`config.mk`:
```
export PLATFORM = sky130hd
export DESIGN_NAME = alu_control_unit
export DESIGN_NICKNAME = d
export VERILOG_FILES = /design/src/rtl/alu_control_unit.sv
export SDC_FILE = /design/constraint.sdc
export NUM_CORES = 1
export LEC_CHECK = 0
export CORE_ASPECT_RATIO = 1.2
export CORE_MARGIN = 2
export CORE_UTILIZATION = 27
export CTS_CLUSTER_DIAMETER = 40
export DETAILED_ROUTE_END_ITERATION = 8
export DONT_BUFFER_PORTS = 1
export SYNTH_ARGS = -nofsm -noshare
export SYNTH_HDL_FRONTEND = slang
export SYNTH_SLANG_ARGS = --single-unit
```
`constraint.sdc`:
```
create_clock -name clk -period 1 [get_ports clk]
set_input_delay 0.15 -clock clk [delete_from_list [all_inputs] [get_ports clk]]
set_output_delay 0.15 -clock clk [all_outputs]
set_load 0.005 [all_outputs]
```
`src/rtl/alu_control_unit.sv`:
```
// ---------------------------------------------------------------------------
// alu_control_unit
//
// Registered ALU control decoder for the MIPS datapath. Combines the main
// decoder's ALUOp class with, for R-type instructions, the funct field to
// produce the 4-bit ALU operation select. Both outputs are registered, so
// they reflect the inputs sampled at the previous rising clock edge.
//
// Ports:
//   clk      - system clock, all state updates on the rising edge
//   rst_n    - synchronous active-low reset
//   ALUOp    - operation class from the main control unit [2:0]
//   func     - instruction funct field [5:0]
//   ALUCtl   - registered ALU operation select [3:0]
//   illegal  - registered flag, high for unsupported ALUOp/func combinations
// ---------------------------------------------------------------------------
module alu_control_unit #(
  parameter logic [3:0] RESET_CTL = 4'b0000
) (
  input  logic       clk,
  input  logic       rst_n,
  input  logic [2:0] ALUOp,
  input  logic [5:0] func,
  output logic [3:0] ALUCtl,
  output logic       illegal
);

  // ALU operation encodings
  localparam logic [3:0] CTL_AND  = 4'b0000;
  localparam logic [3:0] CTL_OR   = 4'b0001;
  localparam logic [3:0] CTL_ADD  = 4'b0010;
  localparam logic [3:0] CTL_XOR  = 4'b0011;
  localparam logic [3:0] CTL_SUB  = 4'b0110;
  localparam logic [3:0] CTL_SLT  = 4'b0111;
  localparam logic [3:0] CTL_SLL  = 4'b1000;
  localparam logic [3:0] CTL_SRL  = 4'b1001;
  localparam logic [3:0] CTL_SRA  = 4'b1010;
  localparam logic [3:0] CTL_SLTU = 4'b1011;
  localparam logic [3:0] CTL_NOR  = 4'b1100;
  localparam logic [3:0] CTL_LUI  = 4'b1101;
  localparam logic [3:0] CTL_INV  = 4'b1111;

  // ALUOp class that defers to the funct field
  localparam logic [2:0] OP_RTYPE = 3'b010;

  logic [3:0] next_ctl;
  logic       next_illegal;

  // Next-state decode. Only the R-type class looks at func; every other
  // class is a fixed operation and can never be illegal.
  always_comb begin
    next_ctl     = CTL_INV;
    next_illegal = 1'b0;
    unique case (ALUOp)
      3'b000: next_ctl = CTL_ADD;
      3'b001: next_ctl = CTL_SUB;
      3'b011: next_ctl = CTL_OR;
      3'b100: next_ctl = CTL_AND;
      3'b101: next_ctl = CTL_SLT;
      3'b110: next_ctl = CTL_LUI;
      3'b111: next_ctl = CTL_XOR;
      OP_RTYPE: begin
        case (func)
          6'b100000, 6'b100001: next_ctl = CTL_ADD;   // add, addu
          6'b100010, 6'b100011: next_ctl = CTL_SUB;   // sub, subu
          6'b100100:            next_ctl = CTL_AND;
          6'b100101:            next_ctl = CTL_OR;
          6'b100110:            next_ctl = CTL_XOR;
          6'b100111:            next_ctl = CTL_NOR;
          6'b101010:            next_ctl = CTL_SLT;
          6'b101011:            next_ctl = CTL_SLTU;
          6'b000000, 6'b000100: next_ctl = CTL_SLL;   // sll, sllv
          6'b000010, 6'b000110: next_ctl = CTL_SRL;   // srl, srlv
          6'b000011, 6'b000111: next_ctl = CTL_SRA;   // sra, srav
          6'b001000:            next_ctl = CTL_ADD;   // jr: pass-through add
          default: begin
            next_ctl     = CTL_INV;
            next_illegal = 1'b1;
          end
        endcase
      end
      default: begin
        next_ctl     = CTL_INV;
        next_illegal = 1'b0;
      end
    endcase
  end

  // Output registers; reset takes priority over the decode.
  always_ff @(posedge clk) begin
    if (!rst_n) begin
      ALUCtl  <= RESET_CTL;
      illegal <= 1'b0;
    end else begin
      ALUCtl  <= next_ctl;
      illegal <= next_illegal;
    end
  end

endmodule

```
==> impl_metrics.yaml <==
run_status:
  status: "finished clean"
layout:
  fill_cells: 181
  nets: 68
  multi_input_area_sq_um: 287
  final_core_util: 0.289
  diodes: 0
  drive_gt1_frac: 0.143
  seq_area_sq_um: 100
  synthToLayoutAreaGrowth_pct: 3.64
  final_cell_mix: "5 x dfxtp_1, 5 x nor2_1, 4 x a21oi_1"
grt:
  top_usage_layer: "met2"
  first_global_vias: 383
  grt_max_degree: 13
  grtUsageMet2: 0.154
  grtUsageTotal: 0.108
  overflow: 0
  antenna_found_initial: 0
  grtUsageMet1: 0.140
  grt_use_met3: 0.0275
  grt_pass1_wl_um: 1570
worst_setup_path:
  slowest_delay_ns: 0.54
  critPathLaunchType: "input pin"
  path_max_fanout: 7
  path_cells: "dlygate4sd3_1 > nor4_1"
  crit_end: "illegal$_SDFF_PN0_"
  worstPathRequired_ns: 1.13
  crit_type: "in2reg"
  crit_buf_inv: 1
  cp-startpoint: "ALUOp[2]"
  crit_path_top_delay_cell: "dlygate4sd3_1"
  end_kind: "flip-flop"
  cp_num_cells: 2
  cpLargestDelayFamily: "buffers and inverters"
  cp.arrival_ns: 0.98
yosys:
  synthCells: 56
  yosysWarnings: 0
  synth_cell_types: 34
  avgSynthCellArea_sq_um: 7.98
  ys_ff_latch: 5
  synth_flop_cell: "dfxtp_1"
  synth_seq_area_share: 0.224
  synth_edf_count: 0
  syn_nets: 67
  async_flop_share: 0
  syn_area_sq_um: 447
sta:
  slew_headroom: 0.746
  whs_ns: 0.0447
  setup-tns-final_ns: 0
  rsz0062_at_grt: "no"
  setup_ws_ns: 0.156
  period_share: 0.844
  tightest_slew_ns: 0.371
  min_period_ns: 0.844
  report.final.slew_viol_count: 0
  timing.fmax_mhz: 1180
  hold_violations: 0
  setup_viol: 0
detailed_routing:
  num_vias: 439
  drt-initial-drc-count: 9
  routedWlPerCell_um: 13.7
  routed_wl_um: 1010
  drc: 0
  dr.pass1.iters: 5
  antenna_left: 0
  via_per_inst: 5.93
floorplanning:
  coreArea_sq_um: 1600
  io_pins: 16
  die_width_um: 41.1
  core.rowCount: 16
  start_util: 0.279
  die-area_sq_um: 2000
  die_y_um: 48.6
place:
  numPortBuffers: 0
  dp_slack_ns: 0.0104
  gp_congestion: 0.780
power:
  p_leak_uw: 0.000162
  p_sw_uw: 116
  clockPowerShare: 0.421
  power.density_nw_per_um2: 1140
  power_uw: 526
  seq_power_share: 0.413
  vdd_drop_max_uv: 253
  p_int_uw: 410
  p_comb_frac: 0.166
  switching_share: 0.220
cts:
  path_clk_slew_ns: 0.04
  htreeDepth: 1
  cts_buffer_depth: 2
  cts_tree: "done"
  cts_made_buffers: 3
  cts-root-buf: "clkbuf_4"
  numClockSinks: 5
worst_hold_path:
  hold_class: "in2reg"
job:
  drv_cap: 0
## power groups by stage
stage	combinational, uW	clock [uW]	sequential [uW]
detailed placement	84.3	0	221
CTS	87.7	237	217
global route	97.6	245	219
floorplan	108	0	220
finish	87.5	221	217
global placement	84.1	0	221
## cells in the mapped netlist (2+ instances only)
master / count / area (sq um)
a21oi_1: 4 / 20.0
a31oi_1: 3 / 18.8
buf_4: 2 / 15.0
buf_6: 2 / 22.5
dfxtp_1: 5 / 100
inv_2: 2 / 7.51
nand2b_1: 3 / 18.8
nor2_1: 5 / 18.8
nor2b_1: 2 / 12.5
nor3_1: 2 / 10.0
nor4_1: 2 / 12.5
o21ai_1: 2 / 10.0
## metal layers
metal,routed length (um),share of wire,vias up
met3,99,0.098,0
met1,434,0.43,204
met4,0,0,0
met2,479,0.47,21
met5,0,0,-
li1,-,-,214
## flip-flops by register name, indices dropped and copies added, names as in the netlist
| name | cells |
|---|---|
| ALUCtl | 4 |
| illegal | 1 |
## cells by family (layout without fill, tap and decap cells)
group,after synthesis,count (layout),synth area share
DFF,5,5,0.224
muxes,1,1,0.0224
AOI/OAI and AO/OA,21,21,0.361
and+or+nand+nor,20,20,0.258
buffers and inverters,9,9,0.134
## metrics by stage
stage          cells  instance area, sq um
4_1_cts           74                   463
2_1_floorplan     56                   447
6_report          74                   463
3_3_place_gp      69                   427
5_1_grt           74                   463
3_5_place_dp      69                   427
## worst min-delay path by stage
| stage | startpoint | to | slack, ns | cells after the start |
|---|---|---|---|---|
| after floorplan | ALUOp[2] | illegal$_SDFF_PN0_ | 0.23 | 1 |
| after global placement | ALUOp[2] | illegal$_SDFF_PN0_ | 0.23 | 1 |
| after detailed placement | ALUOp[2] | illegal$_SDFF_PN0_ | 0.25 | 1 |
| after CTS | rst_n | ALUCtl[1]$_SDFF_PN0_ | 0.04 | 1 |
| after global routing | rst_n | ALUCtl[1]$_SDFF_PN0_ | 0.03 | 1 |
| final | rst_n | ALUCtl[1]$_SDFF_PN0_ | 0.04 | 1 |
## area by class of cell
cell class / instances / share of cell area
repair buffers: 1 / 0.0216
multi-input cells: 42 / 0.619
well taps: 18 / 0.0486
inverters: 4 / 0.0378
clock buffers: 4 / 0.0568
flip-flops and latches: 5 / 0.216
## repair_timing
item,in CTS,in global routing
setup endpoints to repair,0,0
hold endpoints to repair,1,0
hold buffers,1,0
gates resized for setup,0,0
buffers inserted,0,0
No activity file was read; power rests on OpenSTA's default activity.
